--- config.mk ---
export PLATFORM = sky130hd
export DESIGN_NAME = cpu_stack_flat
export DESIGN_NICKNAME = d
export VERILOG_FILES = /design/src/rtl/cpu_stack_if.sv /design/src/rtl/cpu_stack.sv /design/src/flat_wrapper.sv
export SDC_FILE = /design/constraint.sdc
export NUM_CORES = 1
export LEC_CHECK = 0
export CAP_MARGIN = 20
export CELL_PAD_IN_SITES_DETAIL_PLACEMENT = 0
export CELL_PAD_IN_SITES_GLOBAL_PLACEMENT = 1
export CORE_ASPECT_RATIO = 1.1
export CORE_MARGIN = 1
export CORE_UTILIZATION = 30
export DETAILED_ROUTE_END_ITERATION = 8
export PLACE_DENSITY_LB_ADDON = 0.25
export SYNTH_ARGS = -nofsm -noshare
export SYNTH_HDL_FRONTEND = slang
export SYNTH_SLANG_ARGS = --single-unit
--- constraint.sdc ---
create_clock -name CLK -period 3.3 [get_ports CLK]
set_input_delay 0.33 -clock CLK [delete_from_list [all_inputs] [get_ports CLK]]
set_output_delay 0.33 -clock CLK [all_outputs]
set_load 0.05 [all_outputs]
--- src/rtl/cpu_stack_if.sv ---
// Stack port bundle between the instruction decoder and the hardware stack.
// The decoder side is the master; the stack itself is the slave.
interface cpu_stack_if #(
    parameter int DEPTH = 16,
    parameter int WIDTH = 16
);
    localparam int SPW = $clog2(DEPTH) + 1;

    logic             stack_en;
    logic             stack_rw;
    logic             stack_rst;
    logic [WIDTH-1:0] din;
    logic [WIDTH-1:0] dout;
    logic [SPW-1:0]   sp;
    logic             full;
    logic             empty;
    logic             ovf;
    logic             unf;

    modport master (
        output stack_en, stack_rw, stack_rst, din,
        input  dout, sp, full, empty, ovf, unf
    );

    modport slave (
        input  stack_en, stack_rw, stack_rst, din,
        output dout, sp, full, empty, ovf, unf
    );
endinterface

--- src/rtl/cpu_stack.sv ---
// Hardware LIFO for CPU push/pop; push is single-cycle, pop data is registered on dout one
// cycle after the request and a pop spans two cycles (EXEC1/EXEC2). No backpressure: full/empty only flag.
module cpu_stack #(
    parameter int DEPTH = 16,
    parameter int WIDTH = 16
) (
    input  logic        CLK,
    input  logic        nRST,
    cpu_stack_if.slave  bus
);
    localparam int AW  = $clog2(DEPTH);
    localparam int SPW = AW + 1;

    typedef enum logic {
        IDLE = 1'b0,
        POP2 = 1'b1
    } state_t;

    state_t           state, state_nxt;
    logic [WIDTH-1:0] mem [DEPTH];
    logic [SPW-1:0]   sp_q, sp_nxt;
    logic [WIDTH-1:0] dout_q, dout_nxt;
    logic             ovf_q, ovf_nxt;
    logic             unf_q, unf_nxt;
    logic             full, empty;
    logic             wr_en;

    assign full  = (sp_q == SPW'(DEPTH));
    assign empty = (sp_q == '0);

    always_ff @(posedge CLK or negedge nRST) begin
        if (!nRST) begin
            state  <= IDLE;
            sp_q   <= '0;
            dout_q <= '0;
            ovf_q  <= 1'b0;
            unf_q  <= 1'b0;
        end else begin
            state  <= state_nxt;
            sp_q   <= sp_nxt;
            dout_q <= dout_nxt;
            ovf_q  <= ovf_nxt;
            unf_q  <= unf_nxt;
        end
    end

    // Array contents are never cleared; only sp defines what is live.
    always_ff @(posedge CLK) begin
        if (wr_en) begin
            mem[sp_q[AW-1:0]] <= bus.din;
        end
    end

    always_comb begin
        state_nxt = state;
        sp_nxt    = sp_q;
        dout_nxt  = dout_q;
        ovf_nxt   = ovf_q;
        unf_nxt   = unf_q;
        wr_en     = 1'b0;

        if (bus.stack_rst) begin
            state_nxt = IDLE;
            sp_nxt    = '0;
            dout_nxt  = '0;
            ovf_nxt   = 1'b0;
            unf_nxt   = 1'b0;
        end else if (bus.stack_en && bus.stack_rw) begin
            state_nxt = IDLE;
            if (full) begin
                ovf_nxt = 1'b1;
            end else begin
                wr_en  = 1'b1;
                sp_nxt = sp_q + 1'b1;
            end
        end else if (bus.stack_en && state == IDLE) begin
            // EXEC1 of a pop: data is captured now and held through EXEC2.
            state_nxt = POP2;
            if (empty) begin
                dout_nxt = '0;
                unf_nxt  = 1'b1;
            end else begin
                dout_nxt = mem[AW'(sp_q - 1'b1)];
                sp_nxt   = sp_q - 1'b1;
            end
        end else begin
            state_nxt = IDLE;
        end
    end

    assign bus.dout  = dout_q;
    assign bus.sp    = sp_q;
    assign bus.full  = full;
    assign bus.empty = empty;
    assign bus.ovf   = ovf_q;
    assign bus.unf   = unf_q;
endmodule
--- src/flat_wrapper.sv ---
// flat-port wrapper written by rule: the top's interface ports become plain ports
module cpu_stack_flat 
#(
    parameter int DEPTH = 16,
    parameter int WIDTH = 16
)
  (CLK, nRST, bus_stack_en, bus_stack_rw, bus_stack_rst, bus_din, bus_dout, bus_sp, bus_full, bus_empty, bus_ovf, bus_unf);
  cpu_stack_if #(.DEPTH(DEPTH), .WIDTH(WIDTH)) bus_i ();
  input  logic CLK;
  input  logic nRST;
  input wire logic [$bits(bus_i.stack_en)-1:0] bus_stack_en;
  input wire logic [$bits(bus_i.stack_rw)-1:0] bus_stack_rw;
  input wire logic [$bits(bus_i.stack_rst)-1:0] bus_stack_rst;
  input wire logic [$bits(bus_i.din)-1:0] bus_din;
  output wire logic [$bits(bus_i.dout)-1:0] bus_dout;
  output wire logic [$bits(bus_i.sp)-1:0] bus_sp;
  output wire logic [$bits(bus_i.full)-1:0] bus_full;
  output wire logic [$bits(bus_i.empty)-1:0] bus_empty;
  output wire logic [$bits(bus_i.ovf)-1:0] bus_ovf;
  output wire logic [$bits(bus_i.unf)-1:0] bus_unf;
  assign bus_i.stack_en = bus_stack_en;
  assign bus_i.stack_rw = bus_stack_rw;
  assign bus_i.stack_rst = bus_stack_rst;
  assign bus_i.din = bus_din;
  assign bus_dout = bus_i.dout;
  assign bus_sp = bus_i.sp;
  assign bus_full = bus_i.full;
  assign bus_empty = bus_i.empty;
  assign bus_ovf = bus_i.ovf;
  assign bus_unf = bus_i.unf;
  cpu_stack #(.DEPTH(DEPTH), .WIDTH(WIDTH)) u_core (.CLK(CLK), .nRST(nRST), .bus(bus_i));
endmodule
==> results.cfg, run 1 <==
[cells_and_area]
antenna_cells = 0
area_growth_pct = 19.7
nNetsFinal = 703
drive_gt1_share_pct = 23.5

[worst_setup_path]
worst_ep_arrival_time_ns = 2.49
required_ns = 2.97
path_cells = inv_2 -> ha_2 -> nor3b_1 -> and2_1 -> buf_4
cpPeakStageDelay_ns = 0.56
slowest_stage = nor3b_1
worstSetupEndpointType = primary output
cp-start-kind = flop
crit_family = simple AND/OR/NAND/NOR gates
crit_path_max_fanout = 8
critPathBufInv = 2
crit_type = reg -> out

[logic_synthesis]
synth_nets = 626
yosys_most_used_dff = edfxtp_1
synth.avg_cell_area_um2 = 18.8
yosysTopAreaCell = edfxtp_1
syn_inst = 600
synth_edf_count = 256
seq_area_frac_synth_pct = 73.5
synth_cell_type_count = 47
ys_async_sr_fraction_pct = 8.57
synth_top_cell_area_share_pct = 68.2
syn_area_um2 = 11300
synth_warnings = 0
synth_area_leaders = edfxtp_1, mux4_2, mux2i_1, dfrtp_1, mux2_2
ys_seq_elements = 280

[detailed_routing]
drtPass1Iterations = 6
antenna_left = 0
via_per_inst = 4.82
drc = 0
vias = 5761
drtIter0Drc = 319
wire_per_inst_um = 22.6
drt_wl_total_um = 27000

[pwr]
pwr-share-comb_pct = 20.8
ir_worst_vdd_mv = 0.399
power_mw = 9.26
p_int_mw = 6.75
p_seq_share_pct = 43.6
power.density_nw_per_um2 = 686
leakagePower_nw = 4.48
clkPwrFrac_pct = 35.6
p_sw_mw = 2.51
p_sw_share_pct = 27.1

[grt]
grt_remaining_overflow = 0
grt_max_degree = 92
grt_pass1_wl_um = 40900
grt_pass1_vias = 6276
grt_antenna_before_repair = 0
grt.total_usage_pct = 14.5

[placed_design]
dp.final_hpwl_um = 15900
port_buffers = 45
place_congestion = 0.752

[timing]
fin_crit_ns = 2.82
rsz0062_at_grt = no
tns_ns = 0
fin_worst_skew_ns = 0.00756
maxSlewViolCount = 0
hold_violations = 0
setup_viol = 0
tightest_slew_ns = 0.932
period_share_pct = 85.4
maxSlewHeadroom_pct = 37.7
maxClockFrequency_ghz = 0.355

[clock_tree]
cts.reportedPaths.clkPinSlew_ns = 0.06
post_cts_resized = 0
cts.sinks = 280
cts_tree = built
clk-insertion-delay-late_ns = 0.55
hold_buffers = 0
root_buffer = clkbuf_16
cts_setup_buffers = 0
clock_path_buffers = 3
cts_made_buffers = 30
htree_levels = 1

[die]
rows = 74
dieArea_um2 = 38400
die_w_um = 187
io_pins = 46
core_um2 = 37100
initial_core_util_pct = 30.4
die_h_um = 205

[run]
drv_cap = 0

[worst_hold_path]
hp-class = in -> async

[outcome]
status = complete, no violations
layout make-up:
cell class / count / area, um^2
clock inverters: 15 / 108
repair buffers: 78 / 756
well taps: 494 / 618
flip-flops and latches: 280 / 8290
inverters: 8 / 30.0
clock buffers: 41 / 883
fillers: 3437 / 23600
multi-input cells: 279 / 2810
metrics by stage:
stage | utilization [%] | instance area, um^2 | hold WS (ns) | worst slack, ns | instances
after floorplan | - | 11300 | 0.0344 | 0.107 | 600
after global routing | 36.4 | 13500 | 0.206 | 0.295 | 1195
after CTS | 36.4 | 13500 | 0.173 | 0.452 | 1195
after global placement | 33.7 | 12500 | 0.491 | 0.587 | 1139
final | 36.4 | 13500 | 0.183 | 0.481 | 1195
after detailed placement | 33.7 | 12500 | 0.496 | 0.524 | 1139
kinds of logic (layout without fill, tap and decap cells):
family                     count (synthesis)  in the layout  synth area share, %
xor gates and xnor gates                   3              3                0.366
buffers and inverters                     41            142                 1.91
adders and majority gates                  5              5                0.555
and+or+nand+nor                           86             86                 4.09
AOI/OAI and AO/OA                         69             69                 5.44
DFF                                      280            280                 73.5
muxes                                    116            116                 14.1
state kept, by name, indices dropped and copies added (netlist names):
signal / flops
u_core.state: 1
u_core.bus.ovf: 1
u_core.mem: 256
u_core.bus.dout: 16
u_core.bus.unf: 1
u_core.bus.sp: 5
worst paths after layout:
kind / startpoint / cells after the start / slack [ns] / to
worst max-delay path: u_core.bus.sp[0] / 5 / 0.48 / bus_full
min in group CLK: u_core.bus.ovf / 2 / 0.51 / u_core.bus.ovf
worst max register to register: u_core.bus.sp[0] / 7 / 0.76 / u_core.bus.dout[9]
max in group asynchronous: nRST / 2 / 2.78 / u_core.bus.sp[0]
worst min register to register: u_core.bus.ovf / 2 / 0.51 / u_core.bus.ovf
worst min-delay path: nRST / 2 / 0.18 / u_core.bus.ovf
Yosys cell counts, types with 2 or more instances:
master and number:
a21oi_1 7, mux2i_1 66, buf_6 3, a211oi_1 2, o221ai_2 10, edfxtp_1 256
mux4_2 33, or4b_1 2, and3_1 24, inv_1 5, o21ai_2 10, nor3_1 3
o221ai_1 5, clkbuf_1 11, buf_4 6, nor3b_1 2, and2_1 9, o31ai_1 2
nand4_1 2, inv_2 3, nand2_1 32, ha_1 5, dfrtp_1 24, a2bb2oi_1 15
or3_1 2, buf_2 13, nor2_1 6, o21ai_0 3, mux2_2 17, o21ai_1 5
layout by cell type (no fill, tap or decap), types with 6 or more instances in the layout:
cell	instances
o221ai_2	10
buf_4	30
clkbuf_8	7
mux2i_1	66
a2bb2oi_1	15
clkinv_2	6
nand2_1	32
o21ai_2	10
nor2_1	6
and2_1	9
clkbuf_16	31
edfxtp_1	256
and3_1	24
clkdlybuf4s50_1	43
mux2_2	17
a21oi_1	7
dfrtp_1	23
mux4_2	33
power groups by stage:
stage | clock network, mW | logic (mW) | registers (mW)
2_1_floorplan | 0 | 1.21 | 4.23
3_3_place_gp | 0 | 1.94 | 4.11
3_5_place_dp | 0 | 1.97 | 4.11
4_1_cts | 3.39 | 1.97 | 4.04
5_1_grt | 3.52 | 2.07 | 4.04
6_report | 3.30 | 1.93 | 4.03
worst reg2reg max path, stage by stage, from the launching register on:
cell and delay [ns]:
dfrtp_4 0.49, inv_2 0.09, ha_2 0.35, xor2_4 0.19, buf_12 0.32, mux4_2 0.36, mux2_2 0.27, a221o_1 0.34
per-layer routing:
metal	up-vias	wire length [um]	GRT usage, %
met5	-	0	0
met4	0	572	3.81
met3	44	1290	2.73
met2	139	13000	24.7
met1	3007	12100	18.9
li1	2571	-	-
(Power assumes the default switching activity.)
==> run 2: changes to the inputs <==
--- a/config.mk
+++ b/config.mk
@@ -11,6 +11,7 @@
 export CORE_ASPECT_RATIO = 1.1
 export CORE_MARGIN = 1
 export CORE_UTILIZATION = 30
+export CTS_CLUSTER_SIZE = 20
 export DETAILED_ROUTE_END_ITERATION = 8
 export PLACE_DENSITY_LB_ADDON = 0.25
 export SYNTH_ARGS = -nofsm -noshare
==> results of run 2 <==
The final DEF is identical to that of run 1; final timing and power are the same.
==> run 3: changes to the inputs <==
==> constraint.sdc (replaced) <==
create_clock -name CLK -period 3.15 [get_ports CLK]
set_input_delay 0.315 -clock CLK [delete_from_list [all_inputs] [get_ports CLK]]
set_output_delay 0.315 -clock CLK [all_outputs]
set_load 0.05 [all_outputs]
==> run 3 against run 2 <==
  * Utilization is 0.21 points lower
  * Total power increased by 2.8%
  * Critical path type unchanged
  * Worst setup slack lost 0.13 ns
  * Hold slack got worse by 0.0015 ns
  * Design area decreased by 0.57%
  * Routed wire length grew 0.49%
  * Final cell count shrank 0.17%
  * Highest routed layer unchanged
  * Sequential power rose by 5%
  * Clock skew rose by 0.0095 ns
  * Critical endpoint unchanged
  * Largest cell class unchanged
==> results.cfg, run 3 (same netlist as run 1, synthesis figures left out) <==
[clock_tree]
cts_setup_buffers = 0
root_buffer = clkbuf_16
clock_path_buffers = 3
post_cts_resized = 0
cts_made_buffers = 30
htree_levels = 1
cts_tree = built
cts.sinks = 280
hold_buffers = 0
cts.reportedPaths.clkPinSlew_ns = 0.07
clk-insertion-delay-late_ns = 0.55

[timing]
tightest_slew_ns = 0.730
hold_violations = 0
setup_viol = 0
maxSlewHeadroom_pct = 51.4
rsz0062_at_grt = no
fin_crit_ns = 2.80
tns_ns = 0
maxSlewViolCount = 0
period_share_pct = 88.9
fin_worst_skew_ns = 0.0171
maxClockFrequency_ghz = 0.357

[grt]
grt_pass1_vias = 6165
grt_max_degree = 92
grt_antenna_before_repair = 0
grt_remaining_overflow = 0
grt_pass1_wl_um = 40900
grt.total_usage_pct = 14.5

[worst_setup_path]
worst_ep_arrival_time_ns = 2.48
cp-start-kind = flop
critPathBufInv = 2
crit_family = simple AND/OR/NAND/NOR gates
worstSetupEndpointType = primary output
crit_path_max_fanout = 8
path_cells = inv_2 -> ha_2 -> nor3b_1 -> and2_1 -> buf_4
crit_type = reg -> out
cpPeakStageDelay_ns = 0.55
required_ns = 2.83
slowest_stage = nor3b_1

[detailed_routing]
drc = 0
via_per_inst = 4.87
drtPass1Iterations = 4
antenna_left = 0
drtIter0Drc = 401
wire_per_inst_um = 22.8
drt_wl_total_um = 27200
vias = 5809

[cells_and_area]
antenna_cells = 0
nNetsFinal = 702
area_growth_pct = 19.0
num-fill-cells = 3430
largest_reg_flops = 256
mostFrequentLayoutCell = edfxtp_1
drive_gt1_share_pct = 21.9
final_util_pct = 36.1
final_cell_mix = edfxtp_1, mux2i_1, clkdlybuf4s50_1, mux4_2, nand2_1

[outcome]
status = complete, no violations

[pwr]
power_mw = 9.52
leakagePower_nw = 4.43
ir_worst_vdd_mv = 0.366
power.density_nw_per_um2 = 709

[placed_design]
place_congestion = 0.776
dp.final_hpwl_um = 15700
port_buffers = 45

[die]
initial_core_util_pct = 30.4
dieArea_um2 = 38400
core_um2 = 37100
die_h_um = 205
rows = 74
die_w_um = 187
io_pins = 46

[worst_hold_path]
hp-class = in -> async

[run]
drv_cap = 0
## run 3: cell types whose count changed in the layout (fill, tap and decap cells not counted)
cell and delta:
clkinv_4 +1, clkinv_2 -3, clkbuf_8 -5, inv_6 -2
clkinvlp_4 -2, buf_4 -1, clkbuf_1 +9, clkinv_1 +1
## run 3: area by class of cell
class                   instances  area (um^2)  share of cell area (%)
inverters                       8         30.0                   0.224
repair buffers                 77          748                    5.58
well taps                     494          618                    4.61
clock buffers                  45          848                    6.32
flip-flops and latches        280         8290                    61.8
multi-input cells             279         2810                    20.9
clock inverters                10         72.6                   0.541
## run 3: final timing paths
| check | start | to | slack [ns] | depth (start not counted) |
|---|---|---|---|---|
| worst min register to register | u_core.bus.ovf | u_core.bus.ovf | 0.51 | 2 |
| worst max register to register | u_core.bus.sp[0] | u_core.bus.dout[9] | 0.62 | 7 |
| min in group CLK | u_core.bus.ovf | u_core.bus.ovf | 0.51 | 2 |
| worst max-delay path | u_core.bus.sp[0] | bus_full | 0.35 | 5 |
| max in group asynchronous | nRST | u_core.bus.sp[0] | 2.62 | 2 |
| worst min-delay path | nRST | u_core.bus.sp[4] | 0.18 | 2 |
## run 3: report_power, final
part,internal (mW),switching (mW),total (mW)
Combinational,0.884,1.14,2.03
Clock,1.93,1.34,3.27
Sequential,4.14,0.0759,4.22
## run 3: metal layers
metal,vias to the layer above,GRT usage [%],share of wire [%]
met5,-,0,0
met4,0,3.75,1.9
met3,34,2.10,4.3
met2,132,24.1,48
met1,3070,19.8,46
li1,2573,-,-
## run 3: through the flow
stage               setup WS (ns)  hold slack, ns  instance area (um^2)  std cells
floorplan                   0.130          0.0194                 11300        600
global placement            0.609           0.488                 12500       1138
detailed placement          0.523           0.505                 12500       1138
CTS                         0.323           0.180                 13400       1193
global route                0.184           0.206                 13400       1193
finish                      0.350           0.181                 13400       1193
